[src/rtl/vga_timing_gen.sv]
// Parametrised VGA timing generator with a 4-entry colour palette and a registered pixel stage.
// Stage 0 exposes the raw counters; stage 1 registers sync, blanking and colour one clock later.
module vga_timing_gen #(
    parameter int unsigned H_ACTIVE = 640,
    parameter int unsigned H_FP     = 16,
    parameter int unsigned H_SYNC   = 96,
    parameter int unsigned H_BP     = 48,
    parameter int unsigned V_ACTIVE = 480,
    parameter int unsigned V_FP     = 10,
    parameter int unsigned V_SYNC   = 2,
    parameter int unsigned V_BP     = 33,
    parameter bit          SYNC_POL = 1'b0,
    parameter int unsigned COLOR_W  = 4,
    parameter int unsigned CNT_W    = 11
) (
    input  logic                 clk25MHz,
    input  logic                 rst_n,
    input  logic [1:0]           pix_idx,
    input  logic                 pal_we,
    input  logic [1:0]           pal_addr,
    input  logic [3*COLOR_W-1:0] pal_data,
    output logic [CNT_W-1:0]     pixel_x,
    output logic [CNT_W-1:0]     pixel_y,
    output logic                 pixel_req,
    output logic                 hsync,
    output logic                 vsync,
    output logic [COLOR_W-1:0]   R,
    output logic [COLOR_W-1:0]   G,
    output logic [COLOR_W-1:0]   B,
    output logic                 frame_start,
    output logic                 line_start,
    output logic                 vblank
);

    localparam int unsigned H_TOTAL = H_ACTIVE + H_FP + H_SYNC + H_BP;
    localparam int unsigned V_TOTAL = V_ACTIVE + V_FP + V_SYNC + V_BP;
    localparam int unsigned RGB_W   = 3 * COLOR_W;

    localparam logic [CNT_W-1:0] HLast     = CNT_W'(H_TOTAL - 1);
    localparam logic [CNT_W-1:0] VLast     = CNT_W'(V_TOTAL - 1);
    localparam logic [CNT_W-1:0] HAct      = CNT_W'(H_ACTIVE);
    localparam logic [CNT_W-1:0] VAct      = CNT_W'(V_ACTIVE);
    localparam logic [CNT_W-1:0] HSyncBeg  = CNT_W'(H_ACTIVE + H_FP);
    localparam logic [CNT_W-1:0] HSyncEnd  = CNT_W'(H_ACTIVE + H_FP + H_SYNC);
    localparam logic [CNT_W-1:0] VSyncBeg  = CNT_W'(V_ACTIVE + V_FP);
    localparam logic [CNT_W-1:0] VSyncEnd  = CNT_W'(V_ACTIVE + V_FP + V_SYNC);

    localparam logic [RGB_W-1:0] ColWhite = '1;
    localparam logic [RGB_W-1:0] ColBlue  = RGB_W'((1 << COLOR_W) - 1);
    localparam logic [RGB_W-1:0] ColBlack = '0;
    localparam logic [RGB_W-1:0] ColRed   = ColBlue << (2 * COLOR_W);

    if (((H_TOTAL >> CNT_W) != 0) || ((V_TOTAL >> CNT_W) != 0)) begin : g_bad_cnt_w
        $error("vga_timing_gen: CNT_W too narrow for H_TOTAL/V_TOTAL");
    end

    logic [CNT_W-1:0] hcount_q, hcount_d;
    logic [CNT_W-1:0] vcount_q, vcount_d;
    logic             hsync_q, hsync_d;
    logic             vsync_q, vsync_d;
    logic             vblank_q, vblank_d;
    logic [RGB_W-1:0] rgb_q, rgb_d;
    logic [RGB_W-1:0] pal_q [4];

    always_comb begin
        hcount_d = hcount_q + 1'b1;
        vcount_d = vcount_q;
        if (hcount_q == HLast) begin
            hcount_d = '0;
            vcount_d = (vcount_q == VLast) ? '0 : vcount_q + 1'b1;
        end
    end

    assign pixel_x     = hcount_q;
    assign pixel_y     = vcount_q;
    assign pixel_req   = (hcount_q < HAct) && (vcount_q < VAct);
    assign line_start  = (hcount_q == '0);
    assign frame_start = (hcount_q == '0) && (vcount_q == '0);

    // Stage 1 sees the palette before any same-edge write, so a write shows up one clock later.
    always_comb begin
        hsync_d  = ~SYNC_POL;
        vsync_d  = ~SYNC_POL;
        rgb_d    = '0;
        vblank_d = (vcount_q >= VAct);
        if ((hcount_q >= HSyncBeg) && (hcount_q < HSyncEnd)) begin
            hsync_d = SYNC_POL;
        end
        if ((vcount_q >= VSyncBeg) && (vcount_q < VSyncEnd)) begin
            vsync_d = SYNC_POL;
        end
        if (pixel_req) begin
            rgb_d = pal_q[pix_idx];
        end
    end

    always_ff @(posedge clk25MHz or negedge rst_n) begin
        if (!rst_n) begin
            hcount_q <= '0;
            vcount_q <= '0;
            hsync_q  <= ~SYNC_POL;
            vsync_q  <= ~SYNC_POL;
            vblank_q <= 1'b0;
            rgb_q    <= '0;
        end else begin
            hcount_q <= hcount_d;
            vcount_q <= vcount_d;
            hsync_q  <= hsync_d;
            vsync_q  <= vsync_d;
            vblank_q <= vblank_d;
            rgb_q    <= rgb_d;
        end
    end

    always_ff @(posedge clk25MHz or negedge rst_n) begin
        if (!rst_n) begin
            pal_q[0] <= ColWhite;
            pal_q[1] <= ColBlue;
            pal_q[2] <= ColBlack;
            pal_q[3] <= ColRed;
        end else if (pal_we) begin
            pal_q[pal_addr] <= pal_data;
        end
    end

    assign hsync  = hsync_q;
    assign vsync  = vsync_q;
    assign vblank = vblank_q;
    assign R      = rgb_q[RGB_W-1 -: COLOR_W];
    assign G      = rgb_q[2*COLOR_W-1 -: COLOR_W];
    assign B      = rgb_q[COLOR_W-1:0];

endmodule

[config.mk]
export PLATFORM = sky130hd
export DESIGN_NAME = vga_timing_gen
export DESIGN_NICKNAME = d
export VERILOG_FILES = /design/src/rtl/vga_timing_gen.sv
export SDC_FILE = /design/constraint.sdc
export NUM_CORES = 1
export LEC_CHECK = 0
export ABC_AREA = 0
export CAP_MARGIN = 10
export CORE_MARGIN = 3
export CORE_UTILIZATION = 25
export DETAILED_ROUTE_END_ITERATION = 6
export PLACE_DENSITY = 0.54
export SLEW_MARGIN = 10
export SYNTH_ARGS = -nofsm -noshare
export SYNTH_HDL_FRONTEND = slang
export SYNTH_SLANG_ARGS = --single-unit
[constraint.sdc]
create_clock -name clk25MHz -period 2.5 [get_ports clk25MHz]
set_input_delay 0.375 -clock clk25MHz [delete_from_list [all_inputs] [get_ports clk25MHz]]
set_output_delay 0.375 -clock clk25MHz [all_outputs]
set_load 0.02 [all_outputs]
Word-level counts from Yosys, hierarchy flattened --
Cells that the tools add are included.
Word-level totals: word-level logic and storage cells 44, register bits after elaboration 85, output and inout port bits 40, input bits 19
Operators by class: reduce and logical (&&, ||, !) cells 7, muxes and demuxes 11, magnitude comparators 10, add/sub/neg operators 2, equal/unequal tests 2, bitwise gates (word level) 2
Operators with widths (count):
- bitwise mux 48 bit | 1
- 2-to-1 mux 12 bit | 4
- binary-select mux 12 bit (select 2 bit) | 1
- demux 12 bit (select 2 bit) | 1
- adder 11 x 1 -> 11 bit (second input constant) | 2
- == test 11 x 10 -> 1 bit (second input constant) | 2
- >= comparator 11 x 9 -> 1 bit (second input constant) | 2
- zero test 11 bit | 2
- < comparator 11 x 10 -> 1 bit (second input constant) | 2
- < comparator 11 x 9 -> 1 bit (second input constant) | 2
- 2-to-1 mux 11 bit | 2
- >= comparator 11 x 10 -> 1 bit (second input constant) | 1
- >= comparator 3 bit (second input constant) | 2
- inverter 2 -> 3 bit | 2
- logical AND 1 bit | 5
- < comparator 3 x 1 -> 1 bit (second input constant) | 1
- 2-to-1 mux 1 bit | 2

Depth between registers and ports, before layout --
Gate-level depths: netlist of the first run.
depth after elaboration 6, gate-level depth with buffers 6, gate-level depth less buffers 6

Worst setup path before layout of the first run --
OpenSTA, ideal clock, no wires.
path kind register to output, start reg hcount_q[0], in the netlist pixel_x[0], end out frame_start, buffers on the path 0, cell stages (with the launch flop) 6, required time 2.125 ns, setup slack 0.426 ns, arrival 1.699 ns, cell sequence dfrtp_1 > inv_1 > ha_1 > nor4b_1 > nand3_1 > nor4_1
Between the ends: cells in the longest elaborated chain, start to end 2
RTL lines:
- start: declaration | RTL line 57 | logic [CNT_W-1:0] hcount_q, hcount_d;
- start signal: assignment | RTL line 106 | hcount_q <= hcount_d;
- zero test 11 bit | RTL line 78 | assign frame_start = (hcount_q == '0) && (vcount_q == '0);
- logical AND 1 bit | RTL line 78
- end: declaration | RTL line 30 | output logic frame_start,
No other way between the ends.

Final worst setup path of the first run --
start reg hcount_q[1], in the netlist pixel_x[1], end out frame_start
Same word-level chain as after synthesis.

==> reports/results.txt, run 1 <==
1st-pass router iterations - 4
PD cells - 735.6 nW/um^2
Htree depth - 3
Vias in the first global route - 2,576
FF+latch area - 2155 um^2
CP Data Required Time - 2120 ps
Number of core rows - 44
Top Usage Layer GRT - met2
Die Wd - 128.2 um
Overflow after GRT - 0
Worst slew pin tran - 564.9 ps
Minimum clock period - 2371 ps
Core ar. - 14,590 um^2
Yosys top cell by area - dfrtp_1
Total GRT Usage - 10.63%
XOR/XNOR share of the synthesized area - 2.816%
Initial antenna violation count - 0
Total die area - 16,430 um^2
TritonCTS clock tree - yes
Top cells by count, synth - dfrtp_1, mux2_2, dfstp_2
Leakage - 2.031 nW
RSZ-0062 raised after global routing - false
Slew Viols, Final - 0
Power Total - 3.621 mW
Status - completed
Seq cells post-synth - 85
Yosys cell types - 38
Routing usage on met2 - 17.84%
Area growth syn-to-layout - 31.88%
Top_reg_cell synth - dfrtp_1
Startpoint Class - register
I/O pin count - 59
Syn_nets - 294
Largest family of logic cells by synthesized area - multiplexers
CTS buffer count - 9
I/O Buffers - 58
Clock Tree Buf Depth - 2
Post-Synth Simple-Gate Area - 12.34%
Classification of the worst setup path - register to primary output
Wirelength per Cell - 15.78 um
Flop-to-flop setup slack - 490 ps
DRC - 0
Share of layout cells above drive strength 1 - 33.33%
Routed Wire Length - 8.393 mm
NumNets Final - 366
Post-synth EDFFs - 0
Final setup fails - 0
Top post-synthesis cells by area - dfrtp_1, dfstp_2, mux2_2
Area of the multi-input gates - 1509 um^2
GRT met1 Usage - 13.31%
Max frequency - 421.8 MHz
Routability congestion estimate from global placement - 0.7967
CTS clk-pin slew, worst paths - 60 ps
Crit path DAT - 2000 ps
Hold Path Class - input port to asynchronous set/reset pin
Critical path fanouts, max - 5
Total number of vias - 2,407
Starting density of the core - 25.58%
Synthesis warning total - 0
Iter 0 DRT Violations - 117
Synth Area in Compound Gates - 1.542%
First-pass GRT wire length - 13.68 mm
Final Cycle Share - 94.82%
Sink Count - 85
Peak VDD IR - 357.5 uV
Post-Syn Area per Cell - 13.77 um^2
Fill cells - 1,425
Detail Route Antenna Nets - 0
Via density - 4.524
Post-Synthesis Cells - 271
CP Capture Type - primary output
Max_cap viols - 0
Grt met3 use - 3.000%
Final hold violations - 0
Layout Skew - 8.971 ps
Die height - 128.2 um
Count leader, synth - dfrtp_1
Largest net degree at the start of global routing - 46
Synth top area share - 42.24%
Clock Latency Late Sink - 330 ps
Post-synthesis async set-or-reset flop share - 100.0%
R2R depth - 4
Cell at the root of the clock tree - clkbuf_16
Setup TNS - 0 ps
Mapped Area - 3732 um^2
Hpwl dp - 5.658 mm
Sequential fraction of the synthesis area - 57.73%
Antenna cells - 0
Synth Area in Adders - 1.341%
Multiplexer share of the synthesized area - 22.26%
Relative slew margins - 62.34%
cell usage in the layout (no fill, tap or decap), types with 9 or more instances in the layout:
master | synthesis | final
buf_4 | 0 | 13
mux2_2 | 48 | 48
nand2_1 | 12 | 12
nor2b_1 | 13 | 13
dfstp_2 | 22 | 22
clkdlybuf4s50_1 | 0 | 55
dfrtp_1 | 63 | 63
nor2_1 | 11 | 11
clkbuf_16 | 0 | 9
mux4_2 | 12 | 12
registers in the layout, indices dropped and copies added (netlist names):
name     flops
hsync        1
pal_q       48
pixel_x     11
pixel_y     11
rgb_q       12
vblank       1
vsync        1
metrics by stage:
stage                     area (um^2)  setup WS [ps]  instances  utilization [%]  hold WS (ps)
after CTS                        4922          109.3        532            33.74         36.77
final                            4922          129.4        532            33.74         26.49
after floorplan                  3732          425.6        271                -         79.41
after global routing             4922          41.48        532            33.74         57.20
after global placement           4608          237.6        516            31.59         402.8
after detailed placement         4608          206.1        516            31.59         406.1
critical path, cell delays in order, from the launching register on:
cell and delay (ps):
dfrtp_1 410, inv_1 70, ha_1 130, nor4b_1 290
nand3_1 150, nor4_1 240, dlygate4sd2_1 370
repair_timing:
item | CTS | global route
setup buffers | 0 | 0
resized for setup | 2 | 0
hold buffers | 0 | 0
endpoints found under the setup margin | 2 | 0
power breakdown:
group          internal (mW)  total (mW)  switching, mW
sequential              1.61        1.70         0.0847
clock                  0.840        1.40          0.561
combinational          0.315       0.522          0.207
cell type report:
type                    instances  share of cell area (%)
clock buffers                  11                   5.135
well taps                     184                   4.677
flip-flops and latches         85                   43.77
inverters                       7                  0.5338
repair buffers                 71                   13.93
multi-input cells             169                   30.66
clock inverters                 5                   1.296
routing by layer:
| metal | share of wire, % | wire length, um | vias up |
|---|---|---|---|
| met5 | 0 | 0 | - |
| met4 | 1.1 | 93 | 0 |
| met3 | 4.8 | 401 | 9 |
| met2 | 50 | 4224 | 59 |
| met1 | 44 | 3674 | 1225 |
| li1 | - | - | 1114 |
path summary, 6_finish.rpt:
kind	startpoint	end
max	pixel_x[1]	frame_start
min	rst_n	pal_q[32]
max reg2reg	pixel_x[7]	pixel_y[3]
min reg2reg	pal_q[17]	pal_q[17]
max in group asynchronous	rst_n	pal_q[39]
min in group clk25MHz	pal_q[17]	pal_q[17]
kinds of logic (layout without fill, tap and decap cells):
group / Yosys count / count (layout)
adder cells (fa/ha/maj): 4 / 4
XOR/XNOR: 12 / 12
buffers and inverters: 17 / 94
AND/OR/NAND/NOR: 80 / 80
flip-flops: 85 / 85
AO/OA/AOI/OAI: 11 / 11
multiplexers: 62 / 62
No activity file was read; power rests on OpenSTA's default activity.
==> run 2, diff against run 1 <==
==> constraint.sdc (replaced) <==
create_clock -name clk25MHz -period 2.8 [get_ports clk25MHz]
set_input_delay 0.42 -clock clk25MHz [delete_from_list [all_inputs] [get_ports clk25MHz]]
set_output_delay 0.42 -clock clk25MHz [all_outputs]
set_load 0.02 [all_outputs]
==> reports/results.txt, run 2 (same netlist as run 1, synthesis figures left out) <==
Startpoint Class - register
Peak VDD IR - 350.2 uV (-2.0%)
Routed Wire Length - 8.208 mm (-2.2%)
DP Area - 4566 um^2 (-0.92%)
Max frequency - 420.3 MHz
Cell at the root of the clock tree - clkbuf_16
Critical path fanouts, max - 7 (+2)
Setup ws final - 420.7 ps (+291.3 ps)
Crit path DAT - 1960 ps (-40 ps)
Via density - 4.540 (+0.34%)
Leakage - 2.022 nW (-0.43%)
Sink Count - 85 (unchanged)
Met1 wire length - 3.719 mm (+1.2%)
Largest net degree at the start of global routing - 85 (+85%)
Final Instance Area - 4853 um^2 (-1.4%)
Postcts setup bufs - 0 (unchanged)
1st-pass router iterations - 4 (unchanged)
CP Data Required Time - 2380 ps (+260 ps)
Die Wd - 128.2 um (unchanged)
Total number of vias - 2,397 (-0.42%)
CP Capture Type - primary output
Htree depth - 3 (unchanged)
Detail Route Antenna Nets - 0 (unchanged)
TritonCTS clock tree - yes
Top sig layer - met4
Status - completed
Classification of the worst setup path - register to primary output
NumNets Final - 362 (-1.1%)
Relative slew margins - 28.42% (-34 points)
Most frequent cells in the layout - dfrtp_1, clkdlybuf4s50_1, mux2_2
Routability congestion estimate from global placement - 0.7882 (-1.1%)
Minimum clock period - 2379 ps
PD cells - 638.9 nW/um^2 (-13%)
Pre-CTS setup slack - 429.1 ps (+223.1 ps)
Clock Tree Buf Depth - 2 (unchanged)
Wirelength per Cell - 15.55 um (-1.5%)
Number of core rows - 44 (unchanged)
Clock Latency Late Sink - 330 ps (about the same)
I/O Buffers - 58 (unchanged)
Largest regs - pal_q (48), rgb_q (12)
CTS clk-pin slew, worst paths - 60 ps (about the same)
Share of layout cells above drive strength 1 - 32.56% (-0.78 points)
Starting density of the core - 25.58% (unchanged)
RSZ-0062 raised after global routing - false
Iter 0 DRT Violations - 117 (unchanged)
Max_cap viols - 0 (unchanged)
Most flop-heavy register - pal_q
Hpwl dp - 5.395 mm (-4.7%)
Final Cycle Share - 84.97%
Layout Skew - 6.242 ps (-2.729 ps)
Metal2 WL - 3.983 mm (-5.7%)
DRC - 0 (unchanged)
Met3 routed WL - 380 um (-5.2%)
Final setup fails - 0 (unchanged)
Most common cell after layout, fill and taps aside - dfrtp_1
Final hold violations - 0 (unchanged)
CTS buffer count - 9 (unchanged)
Vias in the first global route - 2,477 (-3.8%)
Worst slew pin tran - 1074 ps (+508.8 ps)
Antenna cells - 0 (unchanged)
Core ar. - 14,590 um^2 (unchanged)
First-pass GRT wire length - 13.19 mm (-3.6%)
Initial antenna violation count - 0 (unchanged)
Total die area - 16,430 um^2 (unchanged)
Hold Path Class - input port to asynchronous set/reset pin
Hold Buf Count CTS - 0 (unchanged)
Max FFs per register - 48 (unchanged)
I/O pin count - 59 (unchanged)
Die height - 128.2 um (unchanged)
Slew Viols, Final - 0 (unchanged)
Setup TNS - 0 ps (unchanged)
Overflow after GRT - 0 (unchanged)
Area growth syn-to-layout - 30.04%
Total GRT Usage - 10.33% (-0.31 points)
[run 2: cell count changes in the layout (fill, tap and decap cells not counted), sizes merged]
cell,previous run,this run
dlymetal6s2s,0,2
bufinv,1,0
clkbuf,11,10
inv,10,9
dlygate4sd2,2,0
clkinv,0,3
buf,14,10
[run 2: where the power goes]
group | internal [mW] | switching, mW
combinational | 0.279 | 0.181
sequential | 1.44 | 0.0767
clock | 0.630 | 0.494
[run 2: what timing repair did]
action / CTS / global route
resized for setup: 0 / 2
hold endpoints to repair: 0 / 0
endpoints found under the setup margin: 0 / 2
[run 2: path summary, 6_finish.rpt]
check                                start          to  slack (ps)  cells after the start
worst max-delay path            pixel_y[5]   pixel_req         420                      4
worst min-delay path                 rst_n   pal_q[19]         290                      1
worst max register to register  pixel_x[0]  pixel_y[3]         660                      5
worst min register to register   pal_q[16]   pal_q[16]         500                      1
max in group asynchronous            rst_n    pal_q[9]        1780                      2
min in group clk25MHz            pal_q[16]   pal_q[16]         500                      1
[run 2: metal layers]
layer / vias to the layer above / global-route usage, %
li1: 1110 / -
met1: 1222 / 13.23
met2: 53 / 16.58
met3: 12 / 3.083
met4: 0 / 3.620
met5: - / 0
[run 2: per-stage QoR]
step / power (mW) / instances / util (%) / hold slack, ps
final: 3.101 / 528 / 33.27 / 293.1
after global routing: 3.262 / 528 / 33.27 / 369.8
after CTS: 3.172 / 528 / 33.23 / 322.3
after detailed placement: 2.009 / 512 / 31.30 / 488.1
after global placement: 1.992 / 512 / 31.30 / 482.6
after floorplan: 1.796 / 271 / - / 124.4
[run 2: critical path, stage by stage (launching register included)]
cell             delay, ps
dfrtp_1                450
nand4_1                230
nand4b_1               240
inv_1                  110
clkdlybuf4s50_1        600
[run 2: final cells by class]
type,count,area [um^2]
clock inverter,6,43.79
multi-input combinational,169,1509
sequential,85,2155
inverter,7,26.28
clock buffer,10,239.0
fill,1452,9736
tap,184,230.2
timing repair buffer,67,650.6
==> run 3, diff against run 2 <==
--- a/config.mk
+++ b/config.mk
@@ -10,7 +10,7 @@
 export CORE_MARGIN = 3
 export CORE_UTILIZATION = 25
 export DETAILED_ROUTE_END_ITERATION = 6
-export PLACE_DENSITY = 0.54
+export PLACE_DENSITY = 0.56
 export SLEW_MARGIN = 10
 export SYNTH_ARGS = -nofsm -noshare
 export SYNTH_HDL_FRONTEND = slang
==> constraint.sdc (replaced) <==
create_clock -name clk25MHz -period 2.1 [get_ports clk25MHz]
set_input_delay 0.315 -clock clk25MHz [delete_from_list [all_inputs] [get_ports clk25MHz]]
set_output_delay 0.315 -clock clk25MHz [all_outputs]
set_load 0.02 [all_outputs]
==> reports/results.txt, run 3 (same netlist as run 1, synthesis figures left out) <==
1st-pass router iterations - 5 (+1)
Classification of the worst setup path - register to primary output
R2R depth - 6 (+1)
Slowest cell on crit path - dfrtp_1
Relative slew margins - 64.85% (+36 points)
Most frequent cells in the layout - dfrtp_1, clkdlybuf4s50_1, mux2_2
Status - completed
Startpoint Class - register
DRC - 0 (unchanged)
Hpwl dp - 6.016 mm (+12%)
Most common cell after layout, fill and taps aside - dfrtp_1
I/O Buffers - 58 (unchanged)
Starting density of the core - 25.58% (unchanged)
Largest net degree at the start of global routing - 47 (-45%)
Share of layout cells above drive strength 1 - 38.17% (+5.6 points)
First-pass GRT wire length - 13.57 mm (+2.9%)
Crit path DAT - 1640 ps (-320 ps)
Metal2 WL - 4.033 mm (+1.3%)
Leakage - 2.132 nW (+5.4%)
Routability congestion estimate from global placement - 0.7684 (-2.5%)
Worst slew pin tran - 527.3 ps (-546.5 ps)
Overflow after GRT - 0 (unchanged)
Peak VDD IR - 503.0 uV (+44%)
Net Sw Frac - 24.19% (-0.034 points)
RSZ-0062 raised after global routing - false
Core ar. - 14,590 um^2 (unchanged)
Cell at the root of the clock tree - clkbuf_16
Comb power frac - 15.1% (+0.3 points)
Area growth syn-to-layout - 36.41%
Total die area - 16,430 um^2 (unchanged)
Most flop-heavy register - pal_q
Critical Path Max Stage Delay - 380 ps (-220 ps)
Final Cycle Share - 93.33%
Vias in the first global route - 2,558 (+3.3%)
Net Sw Power - 1.005 mW (+34%)
Clock Latency Late Sink - 340 ps (about the same)
Slew Viols, Final - 0 (unchanged)
Total number of vias - 2,489 (+3.8%)
NumNets Final - 390 (+7.7%)
Initial antenna violation count - 0 (unchanged)
Sink Count - 85 (unchanged)
CTS buffer count - 9 (unchanged)
CTS clk-pin slew, worst paths - 60 ps (about the same)
Sequential group share of total power - 48.5% (-0.4 points)
Max frequency - 510.2 MHz
Max FFs per register - 48 (unchanged)
Met3 routed WL - 427 um (+12%)
Critical path fanouts, max - 2 (-5)
Top sig layer - met4
Final hold violations - 0 (unchanged)
Die Wd - 128.2 um (unchanged)
Htree depth - 3 (unchanged)
Power share of the clock group - 36.4% (+0.2 points)
Hold Path Class - input port to asynchronous set/reset pin
Fill cells - 1,407 (-3.1%)
PD cells - 816.1 nW/um^2 (+28%)
Setup ws final - 140.1 ps (-280.6 ps)
Detail Route Antenna Nets - 0 (unchanged)
Minimum clock period - 1960 ps
CP Capture Type - primary output
Antenna cells - 0 (unchanged)
Final setup fails - 0 (unchanged)
CP Data Required Time - 1780 ps (-600 ps)
Die height - 128.2 um (unchanged)
Clock Tree Buf Depth - 2 (unchanged)
I/O pin count - 59 (unchanged)
TritonCTS clock tree - yes
Critical Path, Cell by Cell - inv_1 > ha_1 > nor4b_2 > nand3_1 > nor4_1 > buf_2
Pre-CTS setup slack - -59.78 ps (-488.9 ps)
Layout Skew - 7.149 ps (+0.9064 ps)
Wirelength per Cell - 14.95 um (-3.8%)
Placed Cells - 538 (+5.1%)
Fin cells - 556 (+5.3%)
Number of core rows - 44 (unchanged)
Total GRT Usage - 10.74% (+0.42 points)
Largest regs - pal_q (48), rgb_q (12)
Via density - 4.477 (-1.4%)
Routed Wire Length - 8.314 mm (+1.3%)
P_int - 3.150 mW (+34%)
Max_cap viols - 0 (unchanged)
Iter 0 DRT Violations - 124 (+6.0%)
Met1 wire length - 3.734 mm (+0.40%)
==> run 3: routing by layer <==
layer / GRT usage, % / up-vias
li1: - / 1172
met1: 13.50 / 1228
met2: 17.65 / 76
met3: 3.208 / 13
met4: 3.558 / 0
met5: 0 / -
==> run 3: cell type report <==
cell class                 count  area (um^2)  share of cell area [%]
sequential                    85         2155                   42.32
multi-input combinational    169         1518                   29.81
timing repair buffer          95        878.3                   17.25
clock buffer                  11        242.7                   4.768
tap                          184        230.2                   4.522
clock inverter                 5        41.29                  0.8110
inverter                       7        26.28                  0.5161
==> run 3: repair_timing <==
item | 4_1_cts | 5_1_grt
pin swaps | 1 | 0
hold endpoints to repair | 27 | 0
setup endpoints to repair | 3 | 2
buffers inserted | 1 | 0
hold buffers | 1 | 0
resized for setup | 10 | 2
==> run 3: final timing paths <==
check / startpoint / endpoint / slack [ps]
min reg2reg: pal_q[3] / pal_q[3] / 500
max: pixel_x[0] / frame_start / 140
max reg2reg: pixel_x[0] / pixel_y[3] / 140
max in group asynchronous: rst_n / pal_q[26] / 920
min: rst_n / pixel_y[8] / 500
min in group clk25MHz: pal_q[3] / pal_q[3] / 500
==> run 3: worst max-delay path, delay by kind of cell (launching register included) <==
kind / cells / cell delay, ps
buf+inv: 2 / 270
fa+ha+maj: 1 / 130
simple gates: 3 / 530
flops: 1 / 380
==> run 3: stage by stage <==
step	instance area [um^2]	TNS, ps	util (%)	hold slack, ps	power [mW]
CTS	5082	0	34.84	505.0	4.237
floorplan	3732	0	-	19.41	2.395
detailed placement	4786	-59.78	32.80	334.0	2.685
finish	5091	0	34.90	495.3	4.155
global placement	4786	-21.71	32.80	325.9	2.663
global route	5091	0	34.90	515.6	4.362
==> run 3: power groups by stage <==
| stage | sequential, mW | combinational [mW] | clock (mW) |
|---|---|---|---|
| 2_1_floorplan | 2.09 | 0.307 | 0 |
| 3_3_place_gp | 2.04 | 0.628 | 0 |
| 3_5_place_dp | 2.05 | 0.639 | 0 |
| 4_1_cts | 2.02 | 0.643 | 1.58 |
| 5_1_grt | 2.04 | 0.680 | 1.64 |
| 6_report | 2.02 | 0.626 | 1.51 |
